[src/rtl/posit_add_pipe.sv]
// posit_add_pkg: width helpers shared by the adder and anything that instantiates it.
// NORMAL gives the decoded-operand widths; AADD gives the widths of an unrounded sum.
package posit_add_pkg;
    typedef enum logic {NORMAL, AADD} width_mode_e;

    function automatic int get_scale_width(input int n, input int es, input width_mode_e mode);
        int w;
        // Largest |scale| of an n-bit posit is (n-2) * 2^es; one extra bit for the sign.
        w = $clog2(((n - 2) << es) + 1) + 1;
        // A sum can carry one scale up or cancel many down; one more bit covers both.
        if (mode == AADD) w = w + 1;
        return w;
    endfunction

    function automatic int get_fraction_width(input int n, input int es, input width_mode_e mode);
        int w;
        // Sign, a two-bit minimum regime and the exponent field leave the rest for fraction.
        w = n - es - 3;
        if (w < 1) w = 1;
        // An unrounded sum also carries guard, round and sticky.
        if (mode == AADD) w = w + 3;
        return w;
    endfunction
endpackage

// Purpose: posit adder/subtractor on decoded operands; unrounded result with G/R/S and a tag.
// Latency: 3 registered stages (align, add, normalize); one operation per cycle.
// Backpressure: in_ready = ~v3 | out_ready; all stages stall together while it is low.
// Ports: clk/rst_n; in_valid/in_ready, in_sub, in_tag, a_*/b_* decoded operands;
//        out_valid/out_ready, r_nar/r_zero/r_sign/r_scale/r_frac, r_guard/r_round/r_sticky, r_tag.
module posit_add_pipe
    import posit_add_pkg::*;
#(
    parameter int POSIT_WIDTH = 8,
    parameter int POSIT_ES    = 1,
    parameter int TAG_W       = 4,
    localparam int SW  = get_scale_width(POSIT_WIDTH, POSIT_ES, NORMAL),
    localparam int FW  = get_fraction_width(POSIT_WIDTH, POSIT_ES, NORMAL),
    localparam int SWA = get_scale_width(POSIT_WIDTH, POSIT_ES, AADD)
) (
    input  logic                  clk,
    input  logic                  rst_n,
    input  logic                  in_valid,
    output logic                  in_ready,
    input  logic                  in_sub,
    input  logic [TAG_W-1:0]      in_tag,
    input  logic                  a_nar,
    input  logic                  a_zero,
    input  logic                  a_sign,
    input  logic signed [SW-1:0]  a_scale,
    input  logic [FW-1:0]         a_frac,
    input  logic                  b_nar,
    input  logic                  b_zero,
    input  logic                  b_sign,
    input  logic signed [SW-1:0]  b_scale,
    input  logic [FW-1:0]         b_frac,
    output logic                  out_valid,
    input  logic                  out_ready,
    output logic                  r_nar,
    output logic                  r_zero,
    output logic                  r_sign,
    output logic signed [SWA-1:0] r_scale,
    output logic [FW-1:0]         r_frac,
    output logic                  r_guard,
    output logic                  r_round,
    output logic                  r_sticky,
    output logic [TAG_W-1:0]      r_tag
);
    localparam int MW   = FW + 4;          // {hidden, frac, 3 GRS slots}
    localparam int SUMW = FW + 5;          // MW plus carry
    localparam int SHW  = SW + 1;
    localparam int LZW  = $clog2(MW + 1);

    // Stage registers
    logic                 r_s1_vld, r_s1_nar, r_s1_zero, r_s1_sign, r_s1_sub;
    logic signed [SW-1:0] r_s1_scale;
    logic [MW-1:0]        r_s1_lman, r_s1_sman;
    logic [TAG_W-1:0]     r_s1_tag;
    logic                 r_s2_vld, r_s2_nar, r_s2_zero, r_s2_sign;
    logic signed [SW-1:0] r_s2_scale;
    logic [SUMW-1:0]      r_s2_sum;
    logic [TAG_W-1:0]     r_s2_tag;
    logic                 r_s3_vld, r_s3_nar, r_s3_zero, r_s3_sign, r_s3_g, r_s3_r, r_s3_s;
    logic [SWA-1:0]       r_s3_scale;
    logic [FW-1:0]        r_s3_frac;
    logic [TAG_W-1:0]     r_s3_tag;

    logic w_adv;
    assign w_adv     = ~r_s3_vld | out_ready;
    assign in_ready  = w_adv;
    assign out_valid = r_s3_vld;

    // ---------------- S1: compare, swap, sticky-align ----------------
    logic                 w_b_sign_eff, w_a_large, w_l_sign, w_s_sign, w_s_zero;
    logic signed [SW-1:0] w_l_scale, w_s_scale;
    logic [FW-1:0]        w_l_frac, w_s_frac;
    logic [SHW-1:0]       w_sh;
    logic [MW-1:0]        w_s_man, w_mask, w_aligned;

    always_comb begin
        w_b_sign_eff = b_sign ^ in_sub;
        // Zero always loses the comparison; equal magnitudes pick a.
        w_a_large = b_zero | (~a_zero & ((a_scale > b_scale) |
                    ((a_scale == b_scale) & (a_frac >= b_frac))));
        w_l_sign  = w_a_large ? a_sign       : w_b_sign_eff;
        w_s_sign  = w_a_large ? w_b_sign_eff : a_sign;
        w_l_scale = w_a_large ? a_scale : b_scale;
        w_s_scale = w_a_large ? b_scale : a_scale;
        w_l_frac  = w_a_large ? a_frac  : b_frac;
        w_s_frac  = w_a_large ? b_frac  : a_frac;
        w_s_zero  = w_a_large ? b_zero  : a_zero;
        w_sh      = {w_l_scale[SW-1], w_l_scale} - {w_s_scale[SW-1], w_s_scale};
        w_s_man   = {1'b1, w_s_frac, 3'b000};
        w_mask    = ~({MW{1'b1}} << w_sh);
        if (w_s_zero)
            w_aligned = '0;
        else if (w_sh >= SHW'(MW))
            w_aligned = MW'(1);            // everything shifted out: sticky only
        else
            w_aligned = (w_s_man >> w_sh) | MW'(|(w_s_man & w_mask));
    end

    always_ff @(posedge clk or negedge rst_n) begin
        if (!rst_n) begin
            r_s1_vld   <= 1'b0;
            r_s1_nar   <= 1'b0;
            r_s1_zero  <= 1'b0;
            r_s1_sign  <= 1'b0;
            r_s1_sub   <= 1'b0;
            r_s1_scale <= '0;
            r_s1_lman  <= '0;
            r_s1_sman  <= '0;
            r_s1_tag   <= '0;
        end else if (w_adv) begin
            r_s1_vld   <= in_valid;
            r_s1_nar   <= a_nar | b_nar;
            r_s1_zero  <= a_zero & b_zero;
            r_s1_sign  <= w_l_sign;
            r_s1_sub   <= w_l_sign ^ w_s_sign;
            r_s1_scale <= w_l_scale;
            r_s1_lman  <= {1'b1, w_l_frac, 3'b000};
            r_s1_sman  <= w_aligned;
            r_s1_tag   <= in_tag;
        end
    end

    // ---------------- S2: add / subtract (large minus small never borrows) ----------------
    logic [SUMW-1:0] w_sum;
    always_comb begin
        if (r_s1_sub) w_sum = {1'b0, r_s1_lman} - {1'b0, r_s1_sman};
        else          w_sum = {1'b0, r_s1_lman} + {1'b0, r_s1_sman};
    end

    always_ff @(posedge clk or negedge rst_n) begin
        if (!rst_n) begin
            r_s2_vld   <= 1'b0;
            r_s2_nar   <= 1'b0;
            r_s2_zero  <= 1'b0;
            r_s2_sign  <= 1'b0;
            r_s2_scale <= '0;
            r_s2_sum   <= '0;
            r_s2_tag   <= '0;
        end else if (w_adv) begin
            r_s2_vld   <= r_s1_vld;
            r_s2_nar   <= r_s1_nar;
            r_s2_zero  <= r_s1_zero;
            r_s2_sign  <= r_s1_sign;
            r_s2_scale <= r_s1_scale;
            r_s2_sum   <= w_sum;
            r_s2_tag   <= r_s1_tag;
        end
    end

    // ---------------- S3: leading-one normalize ----------------
    logic           w_carry, w_res_zero, w_live;
    logic [LZW-1:0] w_lz;
    logic [MW-1:0]  w_norm;           // leading one lands in the top bit
    logic [SWA-1:0] w_scale_ext, w_n_scale;

    always_comb begin
        w_carry = r_s2_sum[SUMW-1];
        w_lz    = LZW'(MW);
        for (int i = 0; i < MW; i++)
            if (r_s2_sum[i]) w_lz = LZW'(MW - 1 - i);
        w_scale_ext = {{(SWA-SW){r_s2_scale[SW-1]}}, r_s2_scale};
        if (w_carry) begin
            w_norm    = r_s2_sum[MW:1];
            w_norm[0] = r_s2_sum[1] | r_s2_sum[0];
            w_n_scale = w_scale_ext + SWA'(1);
        end else begin
            w_norm    = r_s2_sum[MW-1:0] << w_lz;
            w_n_scale = w_scale_ext - SWA'(w_lz);
        end
        // A non-zero sum always normalizes to a set top bit.
        w_res_zero = r_s2_zero | ~w_norm[MW-1];
        w_live     = ~r_s2_nar & ~w_res_zero;
    end

    always_ff @(posedge clk or negedge rst_n) begin
        if (!rst_n) begin
            r_s3_vld   <= 1'b0;
            r_s3_nar   <= 1'b0;
            r_s3_zero  <= 1'b0;
            r_s3_sign  <= 1'b0;
            r_s3_scale <= '0;
            r_s3_frac  <= '0;
            r_s3_g     <= 1'b0;
            r_s3_r     <= 1'b0;
            r_s3_s     <= 1'b0;
            r_s3_tag   <= '0;
        end else if (w_adv) begin
            // NaR and zero results clear the numeric fields so they stay deterministic.
            r_s3_vld   <= r_s2_vld;
            r_s3_nar   <= r_s2_nar;
            r_s3_zero  <= ~r_s2_nar & w_res_zero;
            r_s3_sign  <= w_live & r_s2_sign;
            r_s3_scale <= w_live ? w_n_scale : '0;
            r_s3_frac  <= w_live ? w_norm[MW-2:3] : '0;
            r_s3_g     <= w_live & w_norm[2];
            r_s3_r     <= w_live & w_norm[1];
            r_s3_s     <= w_live & w_norm[0];
            r_s3_tag   <= r_s2_tag;
        end
    end

    assign r_nar    = r_s3_nar;
    assign r_zero   = r_s3_zero;
    assign r_sign   = r_s3_sign;
    assign r_scale  = r_s3_scale;
    assign r_frac   = r_s3_frac;
    assign r_guard  = r_s3_g;
    assign r_round  = r_s3_r;
    assign r_sticky = r_s3_s;
    assign r_tag    = r_s3_tag;
endmodule
[config.mk]
export PLATFORM = sky130hd
export DESIGN_NAME = posit_add_pipe
export DESIGN_NICKNAME = d
export VERILOG_FILES = /design/src/rtl/posit_add_pipe.sv
export SDC_FILE = /design/constraint.sdc
export NUM_CORES = 1
export LEC_CHECK = 0
export ABC_AREA = 0
export CORE_MARGIN = 8
export CORE_UTILIZATION = 59
export DETAILED_ROUTE_END_ITERATION = 7
export PLACE_DENSITY = 0.9
export RECOVER_POWER = 100
export SLEW_MARGIN = 20
export SYNTH_ARGS = -nofsm -noshare
export SYNTH_HDL_FRONTEND = slang
export SYNTH_SLANG_ARGS = --single-unit
[constraint.sdc]
create_clock -name clk -period 7.81 [get_ports clk]
set_input_delay 1.1715 -clock clk [delete_from_list [all_inputs] [get_ports clk]]
set_output_delay 1.1715 -clock clk [all_outputs]
set_load 0.05 [all_outputs]
Word-level counts from Yosys, hierarchy flattened. Index checks and enable logic that the tools add are counted.

Flip-flop bits (word level): 70. Input bits: 33. Output and inout bits: 22. Word-level logic and storage cells: 86.

Add/subtract/negate cells: 5. Magnitude comparators: 3. Eq/ne operators: 1. Shift operators: 3. Multiplexer cells: 22. Bitwise logic cells: 25. Reduce and logical (&&, ||, !) cells: 1.

Operators by type and width (count): $mux 4 (11); $mux 8 (3); $mux 6 (2); $sub 5x5->6 (2); $mux 5 (2); $add 8x8->9 (1); $and 1x1->1 (9); $mux 9 (1); $sub 8x8->9 (1); $and 8x8->8 (1); $not 8->8 (1); $or 8x1->8 (1); $reduce_or 8->1 (1); $shl 8x4->8 (1); $shl 8x6->8 const A (1); $shr 8x6->8 (1); $add 5x2->6 const B (1); $ge 6x4->1 const B (1); $or 1x1->1 (6); $eq 5x5->1 (1); $gt 5x5->1 (1); $not 1->1 (5); $ge 4x4->1 (1); $mux 1 (3); $xor 1x1->1 (2).

Logic depth before layout (Yosys ltp). Gate-level depths: netlist of the first run.

Word-level depth: 15. Mapped depth: 15. Gate-level depth less buffers: 13.

Least setup slack after synthesis of the first run. OpenSTA, ideal clock, no wires.

Kind: input -> register. From: in a_scale[0]. To: reg r_s1_sman[1]. Library setup time: 66 ps. Arrival time: 3788 ps. Required time: 7744 ps. Slack: 3956 ps. Stages on the path: 14. Buffers on the path: 2. Cell sequence: inv_1 ha_1 clkbuf_1 inv_2 a21oi_1 o21a_1 a21oi_4 mux2i_1 ha_1 clkbuf_1 or3_1 a21boi_0 o22ai_1 a22o_1.

Longest elaborated chain between the ends: 11. Elaborated cells on any way between the ends: 16. Those cells by class: add/sub (1); order compare (2); eq/ne (1); shift (1); mux (6); bitwise (5).

RTL lines: start: declaration (RTL line 50) `input logic signed [SW-1:0] a_scale,`; branches (longest 10 deep; another with $sub 5x5->6); $mux 8 * (RTL line 115) `if (w_s_zero)`; end signal: assignment (RTL line 142) `r_s1_sman <= w_aligned;`; end: declaration (RTL line 77) `logic [MW-1:0] r_s1_lman, r_s1_sman;`.

Mark *: on every way between the ends. A chain may end at the register's enable or synchronous reset.

Final worst setup path of the first run.
From: in b_scale[2]. To: reg r_s1_sman[2].

Longest elaborated chain between the ends: 11. Elaborated cells on any way between the ends: 16. Those cells by class: add/sub (1); order compare (2); eq/ne (1); shift (1); mux (6); bitwise (5).

RTL lines: start: declaration (RTL line 55) `input logic signed [SW-1:0] b_scale,`; branches (longest 10 deep; another with $sub 5x5->6); $mux 8 * (RTL line 115).

Marked as above.

==> results of run 1 <==
sequential cells by signal, summed over array words and instances (netlist names), 4 cells and up:
register / cells
r_tag: 4
r_frac: 4
r_s1_scale: 5
r_s2_scale: 5
r_scale: 6
r_s1_tag: 4
r_s2_sum: 9
r_s1_lman: 5
r_s1_sman: 8
r_s2_tag: 4
critical path, cell delays in order:
cell and delay, ns:
dlygate4sd3_1 0.59, inv_1 0.09, ha_1 0.41, nand4_1 0.21
nor3_1 0.21, o21ai_0 0.20, a21oi_1 0.98, mux2i_1 0.30
ha_1 0.28, a311oi_1 0.28, xor2_1 0.72, and2_0 0.26
o221ai_1 0.12, a32o_1 0.29
stage by stage:
step	worst slack (ns)	hold WS (ns)	power [mW]	instance area, um^2	util
after floorplan	3.96	0.430	1.19	4380	-
after global placement	2.67	0.441	1.39	4970	0.689
after detailed placement	2.47	0.455	1.42	4970	0.689
after CTS	2.82	0.466	1.72	5160	0.716
after global routing	1.57	0.483	1.80	5130	0.711
final	1.92	0.463	1.69	5130	0.711
power groups by stage:
stage | logic [mW] | clock network, mW | registers, mW
2_1_floorplan | 0.523 | 0 | 0.672
3_3_place_gp | 0.810 | 0 | 0.577
3_5_place_dp | 0.835 | 0 | 0.582
4_1_cts | 0.844 | 0.294 | 0.577
5_1_grt | 0.903 | 0.307 | 0.595
6_report | 0.823 | 0.287 | 0.576
worst paths after layout:
kind,startpoint,to,slack (ns),cells past startpoint
setup / recovery,b_scale[2],r_s1_sman[2]$_DFFE_PN0P_,1.92,14
setup reg to reg,r_s2_sum[0]$_DFFE_PN0P_,r_scale[5]$_DFFE_PN0P_,4.13,13
hold reg to reg,r_s1_scale[0]$_DFFE_PN0P_,r_s2_scale[0]$_DFFE_PN0P_,0.46,2
min in group asynchronous,rst_n,r_scale[2]$_DFFE_PN0P_,2.14,2
max in group asynchronous,rst_n,r_s1_sman[0]$_DFFE_PN0P_,3.69,2
hold / removal,r_s1_scale[0]$_DFFE_PN0P_,r_s2_scale[0]$_DFFE_PN0P_,0.46,2
layer usage:
layer | vias up | track usage | routed length [um]
met2 | 106 | 0.338 | 4770
li1 | 1814 | - | -
met1 | 1745 | 0.213 | 3890
met4 | 0 | 0.0790 | 151
met3 | 16 | 0.0381 | 493
met5 | - | 0 | 0
cells by family (layout without fill, tap and decap cells):
kind of cell | count (synthesis) | after routing | share of synthesized area
flip-flops | 70 | 70 | 0.400
multiplexers | 29 | 29 | 0.0676
adder cells (fa/ha/maj) | 29 | 29 | 0.0862
buffers and inverters | 58 | 104 | 0.0508
AND/OR/NAND/NOR | 176 | 176 | 0.174
XOR/XNOR | 14 | 14 | 0.0280
AO/OA/AOI/OAI | 125 | 125 | 0.194
final cells by class:
cell class                      instances  area [um^2]
Inverter                               31          116
Sequential cell                        70         1750
Multi-Input combinational cell        373         2390
Tap cell                               99          124
Timing Repair Buffer                   57          551
Fill cell                             566         2080
Clock inverter                          7         73.8
Clock buffer                            9          124
synthesized netlist by cell type (3+ instances only):
| master | n | area (um^2) |
|---|---|---|
| a22o_1 | 16 | 140 |
| nand2b_1 | 6 | 37.5 |
| a31oi_1 | 3 | 18.8 |
| nor2b_1 | 8 | 50.1 |
| a21oi_1 | 33 | 165 |
| xnor2_1 | 7 | 61.3 |
| ha_1 | 27 | 338 |
| o31ai_1 | 6 | 45.0 |
| nand2_1 | 107 | 402 |
| o21ai_0 | 31 | 155 |
| o211ai_1 | 4 | 30.0 |
| o21bai_1 | 4 | 30.0 |
| clkbuf_1 | 24 | 90.1 |
| nor2_1 | 32 | 120 |
| dfrtp_1 | 70 | 1750 |
| nand3_1 | 3 | 15.0 |
| xor2_1 | 7 | 61.3 |
| a32o_1 | 5 | 50.1 |
| nor3_1 | 6 | 30.0 |
| mux2i_1 | 26 | 260 |
| inv_1 | 29 | 109 |
==> run metrics, run 1 <==
predominant post-synthesis flop cell dfrtp_1; post-CTS setup buffer count 0; P_int 942 uW; register area share after synthesis 0.400; worst min path class flip-flop to flip-flop; VDD IR max 0.127 mV; Clk Latency, worst-skew pair 0.34 ns; most frequent cells in the layout nand2_1, dfrtp_1, a21oi_1; Mean Syn Cell Area 8.75 um^2; post-DR wirelength/cell 14.4 um; Post-Syn Nets 563; Overflow after GRT 0; Worst-Margin Slew 3.54 ns; clock share of power 0.170; global-route wire length before repair 15,800 um; Clk pin slew, worst setup/hold paths 0.08 ns; total number of vias 3,681; crit path kind primary input to flip-flop; status complete, but fails checks; final setup vio count 0; DIE AREA 0.0104 mm^2; worst rel slew slack -1.36; DR DRC count 0; # resized after CTS 0; Sw Ratio 0.441; max-cap violations 1; TritonCTS clock tree built; Placer Congestion 0.891; ant diodes 0; crit path DAT 6.13 ns; I/O Buffers 54; Yosys reg bits 70; CTS H-tree lvls 3; hold_buf cts 0; largest net degree at the start of global routing 88; Total GRT Usage 0.189; fraction of layout cells with a size suffix above 1 0.0457; CP Capture Type flip-flop; most common cell after layout, fill and taps aside nand2_1; Logic pwr share 0.488; routed vias/inst 5.70; Worst Skew 0.00722 ns; NetSw 744 uW; Pins Over Slew Limit 71; LEAKAGE 2.47 nW; Synth Warn # 0; Startpoint Class primary input; post-synthesis cell type count 58; CTS sink cnt 70; P&R area growth vs syn 17.0%; number of global-route vias before repair 3,590; IO Pins 55; initial core utilization 0.608; final antenna-violating net count 0; RSZ-0062 raised after global routing false; failing checks capacitance limit, slew limit; die width 102 um; Cells after DPL 630; final hold violations 0; initial antenna violation count 0; Nets 604; Pre-Repair DR Iteration Count 5; fin crit period 5.89 ns; Die Ht 102 um; WL final 9310 um; maximum root-to-sink buffer count 2; pwr/cell area 329 mW/mm^2; HPWL after DPL 6790 um; part of the power in registers 0.342; Non-Filler Instances 646; final worst-path cycle share 0.755; Post-synth EDFFs 0; total negative slack 0 ns; total core area 0.00721 mm^2; Mapped Area 0.00438 mm^2; Critical Path RT 8.05 ns; asr flop ratio synth 1.00; Placement Rows 31; starting DRC count in detailed routing 185; critical path fanouts, max 14; CTS Buf Count 9; Post-Syn Instances 501; CTS root buf clkbuf_8; Peak Freq 0.170 GHz
Power figures use the tool's default switching activity.
==> run 2, diff against run 1 <==
--- a/config.mk
+++ b/config.mk
@@ -7,9 +7,9 @@
 export LEC_CHECK = 0
 export ABC_AREA = 0
 export CORE_MARGIN = 8
-export CORE_UTILIZATION = 59
+export CORE_UTILIZATION = 51
 export DETAILED_ROUTE_END_ITERATION = 7
-export PLACE_DENSITY = 0.9
+export PLACE_DENSITY = 0.83
 export RECOVER_POWER = 100
 export SLEW_MARGIN = 20
 export SYNTH_ARGS = -nofsm -noshare
==> constraint.sdc (replaced) <==
create_clock -name clk -period 5.3 [get_ports clk]
set_input_delay 0.795 -clock clk [delete_from_list [all_inputs] [get_ports clk]]
set_output_delay 0.795 -clock clk [all_outputs]
set_load 0.05 [all_outputs]
==> run 2 against run 1 <==
Net effect: the run still ends with capacitance limit, slew limit left; first-iteration DRC count up 10%; final cell count up 1.5%; flip-flop and latch count unchanged; non-clock buffer count increased by 1; critical path depth stayed put; sequential share of layout area shrank 0.22 points; worst hold slack improved by 0.0039 ns; combinational power rose by 48%; clock skew grew 0.0013 ns; worst setup slack worse by 1.1 ns; global-route usage decreased by 1.9 points; register-to-register slack got worse by 2.6 ns; critical endpoint is now r_s1_sman[7]$_DFFE_PN0P_; largest power group unchanged.
==> run metrics, run 2 (synthesized netlist as in run 1, its figures left out) <==
status complete, but fails checks; failing checks capacitance limit, slew limit; Crit-path slowest cell nor3b_1; total negative slack 0 ns (unchanged); P&R area growth vs syn 17.8%; HPWL after DPL 7040 um (+3.8%); final setup vio count 0 (unchanged); CTS sink cnt 70 (unchanged); critical path fanouts, max 16 (+2); final hold violations 0 (unchanged); worst rel slew slack -1.40 (-0.0377); global-route wire length before repair 16,200 um (+2.4%); crit path DAT 4.73 ns (-1.40 ns); most frequent cells in the layout nand2_1, dfrtp_1, a21oi_1; Reg with most FFs r_s2_sum; initial antenna violation count 0 (unchanged); maximum root-to-sink buffer count 2 (unchanged); I/O Buffers 54 (unchanged); final-layout fill cell count 738 (+30%); Worst Skew 0.00855 ns (+0.00134 ns); ant diodes 0 (unchanged); fin crit period 4.47 ns; hold_buf cts 0 (unchanged); most common cell after layout, fill and taps aside nand2_1; Nets 605 (+0.17%); IO Pins 55 (unchanged); initial core utilization 0.515 (-0.0924); Pins Over Slew Limit 158 (+120%); total number of vias 3,592 (-2.4%); fraction of layout cells with a size suffix above 1 0.0511 (+0.00539); Clk Latency, worst-skew pair 0.35 ns (about the same); CP delay by family, top compound AO/OA/AOI/OAI gates; slowest cell delay on critical path 0.65 ns (-0.33 ns); Pre-Repair DR Iteration Count 4 (-1); Placer Congestion 0.854 (-4.2%); TritonCTS clock tree built; LEAKAGE 2.48 nW (+0.27%); Peak Freq 0.224 GHz; total core area 0.00851 mm^2 (+18%); post-DR wirelength/cell 14.6 um (+1.6%); routed vias/inst 5.48 (-3.9%); Critical Path RT 5.56 ns (-2.49 ns); worst path cell trace clkdlybuf4s50_1 > inv_1 > ha_1 > inv_2 > a21oi_1 > o21a_1 > a21oi_4 > mux2i_1 > ha_1 > and3_1 > a311o_1 > mux2i_1 > nor3b_1 > a32o_1; design area 0.00516 mm^2 (+0.63%); largest net degree at the start of global routing 87 (-1.1%); Placement Rows 34 (+9.7%); pwr/cell area 485 mW/mm^2 (+48%); worst min path class flip-flop to flip-flop; WL final 9600 um (+3.1%); Startpoint Class primary input; post-CTS setup buffer count 0 (unchanged); Worst-Margin Slew 3.60 ns (+0.0565 ns); buffers plus inverters on the worst setup path 3 (+1); Hold WS 0.467 ns (+0.00389 ns); DR DRC count 0 (unchanged); final worst-path cycle share 0.843; starting DRC count in detailed routing 204 (+10%); R2R Setup Slk 1.57 ns (-2.56 ns); VDD IR max 0.187 mV (+48%); CTS root buf clkbuf_8; die width 109 um (+6.4%); Reg area 0.00175 mm^2 (unchanged); Die Ht 109 um (+6.4%); # resized after CTS 0 (unchanged); area taken by multi-input logic gates 0.00240 mm^2 (+0.52%); CP Capture Type flip-flop; CTS H-tree lvls 3 (unchanged); CTS Buf Count 9 (unchanged); max-cap violations 2 (+1); number of global-route vias before repair 3,496 (-2.6%); Largest register FFs 9 (unchanged); DIE AREA 0.0118 mm^2 (+13%); Total GRT Usage 0.170 (-0.0194); RSZ-0062 raised after global routing false; Design Power 2.50 mW (+49%); Clk pin slew, worst setup/hold paths 0.07 ns (about the same); crit path kind primary input to flip-flop; Overflow after GRT 0 (unchanged); final antenna-violating net count 0 (unchanged); DP Area 0.00499 mm^2 (+0.38%)
-- run 2: changes by cell type in the layout (fill, tap and decap cells not counted), sizes merged --
cell,delta
clkdlybuf4s50,+1
inv,-1
clkbuf,+1
buf,+1
dlygate4sd3,-1
-- run 2: where the power goes --
part / internal [mW] / total [mW] / switching [mW]
registers: 0.696 / 0.853 / 0.157
clock network: 0.228 / 0.431 / 0.202
logic: 0.481 / 1.22 / 0.739
total: 1.41 / 2.50 / 1.10
-- run 2: cell type report --
type | count | share of cell area
repair buffers | 58 | 0.108
flip-flops and latches | 70 | 0.339
multi-input cells | 373 | 0.465
clock buffers | 10 | 0.0267
inverters | 31 | 0.0225
well taps | 108 | 0.0262
clock inverters | 6 | 0.0119
-- run 2: metal layers --
layer  global-route usage  share of wire  wire length (um)  up-vias
met5                    0              0                 0        -
met4               0.0587          0.015               142        0
met3               0.0343          0.044               422        9
met2                0.278           0.47              4540       87
met1                0.219           0.47              4490     1671
li1                     -              -                 -     1825
-- run 2: through the flow --
stage / std cells / setup WS (ns) / util
global placement: 640 / 0.911 / 0.586
floorplan: 501 / 1.82 / -
global route: 656 / 0.434 / 0.607
detailed placement: 640 / 0.822 / 0.586
CTS: 656 / 1.17 / 0.609
finish: 656 / 0.834 / 0.607
-- run 2: final timing paths --
path                       depth (start not counted)                  start                  endpoint
setup / recovery                                  14             a_scale[0]  r_s1_sman[7]$_DFFE_PN0P_
hold / removal                                     1   r_s2_vld$_DFFE_PN0P_     out_valid$_DFFE_PN0P_
setup reg to reg                                   5  out_valid$_DFFE_PN0P_  r_s1_sman[7]$_DFFE_PN0P_
hold reg to reg                                    1   r_s2_vld$_DFFE_PN0P_     out_valid$_DFFE_PN0P_
max in group asynchronous                          2                  rst_n  r_s1_sman[2]$_DFFE_PN0P_
min in group asynchronous                          2                  rst_n    r_scale[1]$_DFFE_PN0P_
==> run 3, diff against run 2 <==
==> constraint.sdc (replaced) <==
create_clock -name clk -period 4 [get_ports clk]
set_input_delay 0.6 -clock clk [delete_from_list [all_inputs] [get_ports clk]]
set_output_delay 0.6 -clock clk [all_outputs]
set_load 0.05 [all_outputs]
==> run 3 against run 2 <==
Net effect: clock skew up 0.0026 ns; clock-buffer cell count is the same; sequential power grew 32%; clock power grew 37%; via count grew 2.0%; first-iteration DRC count fell by 13%; routed wire length grew 0.19%; the run still ends with capacitance limit, slew limit left; combinational power up 34%; flip-flop and latch count unchanged; total power increased by 34%; worst hold slack worse by 0.0027 ns; global-route usage grew 0.38 points.
==> run metrics, run 3 (synthesized netlist as in run 1, its figures left out) <==
CTS Buf Count 9 (unchanged); design area 0.00524 mm^2 (+1.5%); number of global-route vias before repair 3,666 (+4.9%); I/O Buffers 54 (unchanged); WL final 9620 um (+0.19%); CTS H-tree lvls 3 (unchanged); fin crit period 3.70 ns; Worst-Margin Slew 2.40 ns (-1.20 ns); Placement Rows 34 (unchanged); Overflow after GRT 0 (unchanged); die width 109 um (unchanged); largest net degree at the start of global routing 87 (unchanged); total negative slack 0 ns (unchanged); max-cap violations 2 (unchanged); DIE AREA 0.0118 mm^2 (unchanged); final antenna-violating net count 0 (unchanged); status complete, but fails checks; final hold violations 0 (unchanged); Worst Skew 0.0111 ns (+0.00258 ns); crit path kind primary input to flip-flop; Critical Path RT 4.28 ns (-1.28 ns); CTS sink cnt 70 (unchanged); Non-Filler Instances 667 (+1.7%); maximum root-to-sink buffer count 2 (unchanged); Startpoint Class primary input; final setup vio count 0 (unchanged); Reg with most FFs r_s2_sum; total number of vias 3,664 (+2.0%); DP Area 0.00507 mm^2 (+1.7%); P&R area growth vs syn 19.5%; worst path cell trace clkdlybuf4s50_1 > inv_1 > ha_1 > nand4_1 > a21oi_1 > o21a_1 > a21o_1 > mux2_1 > a311o_1 > mux2i_1 > nor3b_4 > a32o_1; crit path DAT 3.98 ns (-0.75 ns); routed vias/inst 5.49 (+0.32%); final worst-path cycle share 0.926; Crit-path slowest cell clkdlybuf4s50_1; TritonCTS clock tree built; worst min path class flip-flop to flip-flop; pwr/cell area 640 mW/mm^2 (+32%); Die Ht 109 um (unchanged); Cells after DPL 651 (+1.7%); # resized after CTS 0 (unchanged); post-CTS setup buffer count 0 (unchanged); CTS root buf clkbuf_8; failing checks capacitance limit, slew limit; IO Pins 55 (unchanged); Clk Latency, worst-skew pair 0.36 ns (about the same); Pins Over Slew Limit 133 (-16%); R2R Setup Slk 0.88 ns (-0.69 ns); VDD IR max 0.234 mV (+25%); ant diodes 0 (unchanged); hold_buf cts 0 (unchanged); slowest cell delay on critical path 0.50 ns (-0.15 ns); top routing layer in use met4; total core area 0.00851 mm^2 (unchanged); Pre-Repair DR Iteration Count 4 (unchanged); Largest register FFs 9 (unchanged); initial core utilization 0.515 (unchanged); initial antenna violation count 0 (unchanged); Peak Freq 0.270 GHz; final-layout fill cell count 749 (+1.5%); HPWL after DPL 7240 um (+2.7%); DR DRC count 0 (unchanged); RSZ-0062 raised after global routing false; metal2 WL 4510 um (-0.64%); Placer Congestion 0.904 (+5.8%); worst rel slew slack -0.600 (+0.797); global-route wire length before repair 16,600 um (+2.5%); Nets 616 (+1.8%); starting DRC count in detailed routing 178 (-13%); LEAKAGE 2.52 nW (+1.9%); critical path fanouts, max 9 (-7); Design Power 3.35 mW (+34%); Met3 Routed Length 460 um (+9.0%); Clk pin slew, worst setup/hold paths 0.08 ns (about the same); most common cell after layout, fill and taps aside nand2_1; fraction of layout cells with a size suffix above 1 0.0608 (+0.00973); CP Capture Type flip-flop; routed length on met1 4400 um (-2.0%); post-DR wirelength/cell 14.4 um (-1.5%); most frequent cells in the layout nand2_1, dfrtp_1, a21oi_1; Total GRT Usage 0.174 (+0.00381)
[run 3: cell count changes in the layout (fill, tap and decap cells not counted), sizes merged]
cell and change:
buf +6, clkbuf +5, clkinv -2, inv +2
[run 3: path summary, 6_finish.rpt]
check	start	endpoint	cells after the start
max	b_scale[3]	r_s1_sman[4]$_DFFE_PN0P_	12
min	r_tag[3]$_DFFE_PN0P_	r_tag[3]$_DFFE_PN0P_	2
max reg2reg	r_s2_sum[3]$_DFFE_PN0P_	r_scale[5]$_DFFE_PN0P_	12
min reg2reg	r_tag[3]$_DFFE_PN0P_	r_tag[3]$_DFFE_PN0P_	2
max in group asynchronous	rst_n	r_s2_sum[6]$_DFFE_PN0P_	2
min in group asynchronous	rst_n	r_s2_tag[1]$_DFFE_PN0P_	1
[run 3: final cells by class]
type	instances	area (um^2)	area share
multi-input combinational	373	2400	0.458
sequential	70	1750	0.334
tap	108	135	0.0258
clock inverter	6	68.8	0.0131
clock buffer	10	138	0.0263
inverter	31	116	0.0222
timing repair buffer	69	627	0.120
[run 3: report_power, final]
part | switching [mW] | internal (mW)
clock | 0.283 | 0.309
sequential | 0.204 | 0.922
combinational | 0.985 | 0.651
[run 3: stage by stage]
stage          hold slack [ns]  setup slack (ns)  utilization
2_1_floorplan            0.304             0.717            -
3_3_place_gp             0.442             0.142        0.596
3_5_place_dp             0.454            0.0525        0.596
4_1_cts                  0.419             0.404        0.620
5_1_grt                  0.487            0.0670        0.616
6_report                 0.464             0.298        0.616
[run 3: layer usage]
layer,GRT usage,up-vias
met3,0.0296,17
met5,0,-
li1,-,1841
met1,0.212,1727
met4,0.0987,0
met2,0.286,79
[run 3: worst max-delay path: cells and delay by family]
family / cells / cell delay (ns)
and+or+nand+nor: 2 / 0.53
adders and majority gates: 1 / 0.36
buffers and inverters: 2 / 0.57
AOI/OAI and AO/OA: 5 / 1.38
muxes: 2 / 0.55
